File: config.mk
export PLATFORM = sky130hd
export DESIGN_NAME = tug_playfield
export DESIGN_NICKNAME = d
export VERILOG_FILES = /design/src/rtl/tug_pkg.sv /design/src/rtl/tug_score_counter.sv /design/src/rtl/tug_playfield.sv
export SDC_FILE = /design/constraint.sdc
export NUM_CORES = 1
export LEC_CHECK = 0
export CORE_ASPECT_RATIO = 0.8
export CORE_MARGIN = 5
export CORE_UTILIZATION = 57
export CTS_CLUSTER_DIAMETER = 30
export DETAILED_ROUTE_END_ITERATION = 16
export PLACE_DENSITY = 0.84
export SLEW_MARGIN = 20
export SYNTH_ARGS = -nofsm -noshare
export SYNTH_HDL_FRONTEND = slang
export SYNTH_SLANG_ARGS = --single-unit
File: constraint.sdc
create_clock -name clk -period 3.3 [get_ports clk]
set_input_delay 0.33 -clock clk [delete_from_list [all_inputs] [get_ports clk]]
set_output_delay 0.33 -clock clk [all_outputs]
set_load 0.01 [all_outputs]
File: src/rtl/tug_pkg.sv
// rtl/tug_pkg.sv - shared enums for the tug-of-war playfield
package tug_pkg;

   typedef enum logic [1:0] {
      WIN_NONE  = 2'd0,
      WIN_LEFT  = 2'd1,
      WIN_RIGHT = 2'd2
   } winner_t;

   typedef enum logic [1:0] {
      PLAY  = 2'd0,
      WIN   = 2'd1,
      MATCH = 2'd2
   } state_t;

endpackage

File: src/rtl/tug_score_counter.sv
// rtl/tug_score_counter.sv - saturating round-score counter with match-reached flag
module tug_score_counter
   import tug_pkg::*;
#(
   parameter int SCORE_W    = 3,
   parameter int MATCH_WINS = 5
) (
   input  logic               clk,
   input  logic               reset,
   input  logic               inc,
   input  logic               clear,
   output logic [SCORE_W-1:0] count,
   output logic               reach
);

   localparam logic [SCORE_W-1:0] CNT_MAX = {SCORE_W{1'b1}};
   localparam logic [SCORE_W-1:0] CNT_WIN = SCORE_W'(MATCH_WINS);

   logic [SCORE_W-1:0] count_q, count_d;

   always_comb begin
      count_d = count_q;
      if (clear) begin
         count_d = '0;
      end else if (inc && (count_q != CNT_MAX)) begin
         count_d = count_q + 1'b1;
      end
   end

   always_ff @(posedge clk) begin
      if (!reset) begin
         count_q <= '0;
      end else begin
         count_q <= count_d;
      end
   end

   assign count = count_q;
   assign reach = (count_q == CNT_WIN);

endmodule

File: src/rtl/tug_playfield.sv
// rtl/tug_playfield.sv - tug-of-war rope tracker, round/match scoring; TUG_AUTO_RESTART_EN selects timed WIN exit
module tug_playfield
   import tug_pkg::*;
#(
   parameter int NUM_LIGHTS  = 9,
   parameter int SCORE_W     = 3,
   parameter int MATCH_WINS  = 5
`ifdef TUG_AUTO_RESTART_EN
   ,
   parameter int RESTART_CYC = 8
`endif
) (
   input  logic                  clk,
   input  logic                  reset,
   input  logic                  L,
   input  logic                  R,
   input  logic                  new_round,
   output logic [NUM_LIGHTS-1:0] lights,
   output logic [1:0]            winner,
   output logic [SCORE_W-1:0]    left_score,
   output logic [SCORE_W-1:0]    right_score,
   output logic                  match_over
);

   localparam int PW = (NUM_LIGHTS > 2) ? $clog2(NUM_LIGHTS) : 1;
   localparam logic [PW-1:0] POS_MAX = PW'(NUM_LIGHTS - 1);
   localparam logic [PW-1:0] POS_C   = PW'((NUM_LIGHTS - 1) / 2);
   localparam logic [SCORE_W-1:0] SCORE_LAST = SCORE_W'(MATCH_WINS - 1);

   state_t                  state_q, state_d;
   logic [PW-1:0]           pos_q, pos_d;
   logic [NUM_LIGHTS-1:0]   lights_q, lights_d;
   winner_t                 winner_q, winner_d;
   logic                    inc_l, inc_r;
   logic                    reach_l, reach_r;
   logic                    round_won, match_won;
   logic [SCORE_W-1:0]      score_l, score_r;

`ifdef TUG_AUTO_RESTART_EN
   localparam int TW = $clog2(RESTART_CYC + 1);
   logic [TW-1:0] timer_q, timer_d;
   logic          unused_new_round;
   assign unused_new_round = new_round;
`endif

   function automatic logic [NUM_LIGHTS-1:0] onehot(input logic [PW-1:0] p);
      return {{(NUM_LIGHTS-1){1'b0}}, 1'b1} << p;
   endfunction

   always_comb begin
      state_d   = state_q;
      pos_d     = pos_q;
      lights_d  = lights_q;
      winner_d  = winner_q;
      inc_l     = 1'b0;
      inc_r     = 1'b0;
      round_won = 1'b0;
      match_won = 1'b0;
`ifdef TUG_AUTO_RESTART_EN
      timer_d   = timer_q;
`endif
      case (state_q)
         PLAY: begin
            if (L && !R) begin
               if (pos_q == POS_MAX) begin
                  inc_l     = 1'b1;
                  winner_d  = WIN_LEFT;
                  round_won = 1'b1;
                  match_won = (score_l == SCORE_LAST);
               end else begin
                  pos_d    = pos_q + 1'b1;
                  lights_d = onehot(pos_q + 1'b1);
               end
            end else if (R && !L) begin
               if (pos_q == '0) begin
                  inc_r     = 1'b1;
                  winner_d  = WIN_RIGHT;
                  round_won = 1'b1;
                  match_won = (score_r == SCORE_LAST);
               end else begin
                  pos_d    = pos_q - 1'b1;
                  lights_d = onehot(pos_q - 1'b1);
               end
            end
            // A round win that completes the match skips WIN entirely.
            if (round_won) begin
               if (match_won) begin
                  state_d  = MATCH;
                  lights_d = '1;
               end else begin
                  state_d  = WIN;
                  lights_d = '0;
`ifdef TUG_AUTO_RESTART_EN
                  timer_d  = TW'(RESTART_CYC);
`endif
               end
            end
         end
         WIN: begin
`ifdef TUG_AUTO_RESTART_EN
            if (timer_q == TW'(1)) begin
`else
            if (new_round) begin
`endif
               state_d  = PLAY;
               pos_d    = POS_C;
               lights_d = onehot(POS_C);
               winner_d = WIN_NONE;
            end
`ifdef TUG_AUTO_RESTART_EN
            else begin
               timer_d = timer_q - 1'b1;
            end
`endif
         end
         MATCH: begin
            state_d = MATCH;
         end
         default: begin
            state_d  = PLAY;
            pos_d    = POS_C;
            lights_d = onehot(POS_C);
            winner_d = WIN_NONE;
         end
      endcase
   end

   always_ff @(posedge clk) begin
      if (!reset) begin
         state_q  <= PLAY;
         pos_q    <= POS_C;
         lights_q <= onehot(POS_C);
         winner_q <= WIN_NONE;
`ifdef TUG_AUTO_RESTART_EN
         timer_q  <= '0;
`endif
      end else begin
         state_q  <= state_d;
         pos_q    <= pos_d;
         lights_q <= lights_d;
         winner_q <= winner_d;
`ifdef TUG_AUTO_RESTART_EN
         timer_q  <= timer_d;
`endif
      end
   end

   tug_score_counter #(
      .SCORE_W    (SCORE_W),
      .MATCH_WINS (MATCH_WINS)
   ) u_score_left (
      .clk   (clk),
      .reset (reset),
      .inc   (inc_l),
      .clear (1'b0),
      .count (score_l),
      .reach (reach_l)
   );

   tug_score_counter #(
      .SCORE_W    (SCORE_W),
      .MATCH_WINS (MATCH_WINS)
   ) u_score_right (
      .clk   (clk),
      .reset (reset),
      .inc   (inc_r),
      .clear (1'b0),
      .count (score_r),
      .reach (reach_r)
   );

   assign lights      = lights_q;
   assign winner      = winner_q;
   assign left_score  = score_l;
   assign right_score = score_r;
   assign match_over  = reach_l | reach_r;

endmodule
==> impl_results.rst <==
.. list-table::
   :header-rows: 1

   * - Metric
     - Value
   * - Cell types occupying the most area after synthesis
     - dfxtp_1, ha_1, mux2i_1
   * - Kind of start point of the critical path
     - input pin
   * - Via count of the first global-routing pass
     - 1205
   * - Number of fillers in the final layout
     - 218
   * - Maximum buffer depth of the clock tree
     - 2
   * - Classification of the worst-slack hold path
     - reg -> reg
   * - Critical setup path kind
     - in -> reg
   * - Share of post-route cells with drive strength above 1
     - 9.89%
   * - Outcome
     - complete, no violations
   * - Worst IR drop on VDD
     - 0.349 mV
   * - Fraction of post-synthesis cell area in the top cell type by area
     - 30.6%
   * - Cell taking the most area after synthesis
     - dfxtp_1
   * - Mapped Cells
     - 164
   * - Post-CTS repair timing setup buffer count
     - 0
   * - Maximum fanout along the worst path
     - 10
   * - Die X
     - 67.4 um
   * - Final Worst Setup Slack
     - 0.579 ns
   * - Clk sinks
     - 23
   * - Most used flip-flop cell after synthesis
     - dfxtp_1
   * - Row cnt
     - 16
   * - Max-cap violations
     - 0
   * - Minimum setup slack among reg-to-reg paths
     - 1.17 ns
   * - Initial antenna violation count
     - 0
   * - Core box area
     - 2480 um^2
   * - Reported leakage power
     - 0.000696 uW
   * - First-pass GRT wire length
     - 5.53 mm
   * - Drt first-iter violations
     - 88
   * - Power density over the cells
     - 507 nW/um^2
   * - Share of the yosys chip area belonging to registers
     - 30.6%
   * - Distinct cell type count of the synthesized netlist
     - 46
   * - TritonCTS Buffers
     - 3
   * - Vertical extent of the die
     - 55.9 um
   * - Worst Hold End
     - lights[0]
   * - Share of the core filled with cells
     - 70.5%
   * - Hold Fails Final Rpt
     - 0
   * - Depth of the CTS H-tree
     - 1
   * - Post-layout instance area
     - 1750 um^2
   * - Final GP Congestion
     - 0.953
   * - Non-filler cells, final
     - 218
   * - Final period utilization
     - 82.4%
   * - Crit path time final
     - 2.72 ns
   * - Layout net count
     - 206
   * - Instance area after placement
     - 1720 um^2
   * - Startpoint of the tightest hold check path
     - lights[0]
   * - Critical path arrival
     - 2.94 ns
   * - Clock input transition at the sequential cells of the worst setup and hold paths
     - 0.12 ns
   * - Initial core utilization
     - 60.5%
   * - Sum Neg Setup Slack
     - 0 ns
   * - Number of detailed-routing iterations run before antenna repair
     - 4
   * - Hold buffer count at cts
     - 0
   * - Transition time at the pin with the least slew margin
     - 0.785 ns
   * - Ys async rst share
     - 0%
   * - TritonCTS clock tree
     - built
   * - Pre-CTS setup slack
     - 0.316 ns
   * - Placed Cells
     - 214
   * - Count of unresolved DRC violations after routing
     - 0
   * - Port Buf Inserts
     - 22
   * - Hpwl dp
     - 2.57 mm
   * - Top-level I/O count
     - 23
   * - Root Buffer
     - clkbuf_4
   * - Diode count
     - 0
   * - Pin count of the biggest net entering global routing
     - 18
   * - Count leader, synth
     - dfxtp_1
   * - Post-synth net total
     - 187
   * - Post-route clock skew
     - 0.00578 ns
   * - R2R depth
     - 5
   * - Number of vias after detailed routing
     - 1243
   * - List of most frequent post-synthesis cells
     - dfxtp_1, ha_1, inv_1, nand2_1, nand3_1
   * - Clock latency on the worst-skew pair
     - 0.31 ns
   * - Post-route ant nets
     - 0
   * - Total count of max-transition violations in the final report
     - 0
   * - Per-cell routed wire length
     - 15.4 um
   * - RSZ-0062 raised after global routing
     - no
   * - Post-CTS Resized
     - 0
   * - Detailed-route wire length
     - 3.36 mm
   * - Count of final setup violators
     - 0
   * - Max frequency
     - 368 MHz
   * - Capture point of the worst reg-to-reg path
     - lights[0]
   * - Netlist area before placement
     - 1500 um^2
   * - Kind of capture point of the worst setup path
     - flop
   * - Synth warn
     - 0
   * - Aggregate global-route resource usage
     - 18.9%
   * - Required time of the critical path
     - 3.52 ns
   * - Max_slew headroom
     - 47.2%
   * - Sum of overflow across all layers after global routing
     - 0
   * - Instance count along the most critical hold path
     - 2
   * - Routed via count divided by cell count
     - 5.70
   * - EDFF count, synth
     - 0
   * - Mean post-synth cell area
     - 9.16 um^2
   * - Synth Register Bits
     - 23
   * - Die Area
     - 3770 um^2
   * - Layout overhead on the synthesized area
     - 16.5%
   * - Worst reg2reg path startpoint
     - pos_q[0]
## flip-flops by register name, summed over array words and instances, names as in the netlist
signal,cells
pos_q,4
state_q,2
u_score_right.count,3
winner,2
u_score_left.count,3
lights,9
## layout by cell type, fill, tap and decap left out, drive strengths merged, types with 2 or more instances in the layout
cell type	n
nand2	11
nor3b	2
a32o	4
dfxtp	23
mux2i	6
clkdlybuf4s50	22
inv	13
xnor2	5
o21ai	4
xor2	2
ha	17
or3	3
nand3	8
clkbuf	3
o21a	3
a221oi	4
a21boi	2
and2	6
a31o	3
nor2	5
nor3	8
nor2b	7
a21oi	7
## how the worst max path moves through the flow
| stage | startpoint | endpoint | slack (ns) | cells past startpoint |
|---|---|---|---|---|
| floorplan | R | lights[0] | 1.19 | 10 |
| global placement | L | lights[4] | 0.50 | 9 |
| detailed placement | L | lights[4] | 0.32 | 9 |
| CTS | L | lights[4] | 0.61 | 9 |
| global route | R | lights[1] | 0.40 | 10 |
| finish | L | lights[4] | 0.58 | 9 |
## per-stage QoR
step | total power, uW | hold WS [ns]
finish | 888 | 0.482
global route | 945 | 0.516
CTS | 891 | 0.487
detailed placement | 756 | 0.470
global placement | 738 | 0.459
floorplan | 638 | 0.458
## cell families (layout without fill, tap and decap cells)
logic type / Yosys count / in the layout / share of synthesized area [%]
compound gates: 36 / 36 / 19.0
xor+xnor: 7 / 7 / 4.58
fa+ha+maj: 18 / 18 / 15.5
buf+inv: 21 / 39 / 6.24
flops: 23 / 23 / 30.6
mux: 6 / 6 / 4.00
simple gates: 53 / 53 / 20.1
## routing by layer
metal,wire [um],GRT usage [%],share of wire (%),up-vias
met4,10,2.60,0.30,0
met5,0,0,0,-
li1,-,-,-,615
met1,1620,25.7,48,588
met2,1570,30.1,47,38
met3,155,5.25,4.6,2
## worst max-delay path: stages
cell and delay [ns]:
clkdlybuf4s50_1 0.49, ha_1 0.41, inv_1 0.21, ha_1 0.37, a21oi_1 0.15, nand2_1 0.11, xnor2_2 0.42, a31oi_1 0.16
o311ai_1 0.30
## power by group
part	internal (uW)	leakage [uW]	total [uW]	switching (uW)
sequential	319	0.000188	361	41.7
combinational	178	0.000490	397	218
clock	45.3	0.0000177	131	85.3
## layout make-up
type                       count  area [um^2]  area share (%)
clock inverter                 1         5.00           0.286
sequential                    23          460            26.3
multi-input combinational    120          948            54.2
clock buffer                   3         22.5            1.29
tap                           36         45.0            2.57
timing repair buffer          22          220            12.6
inverter                      13         48.8            2.79
No activity file was read; power rests on OpenSTA's default activity.
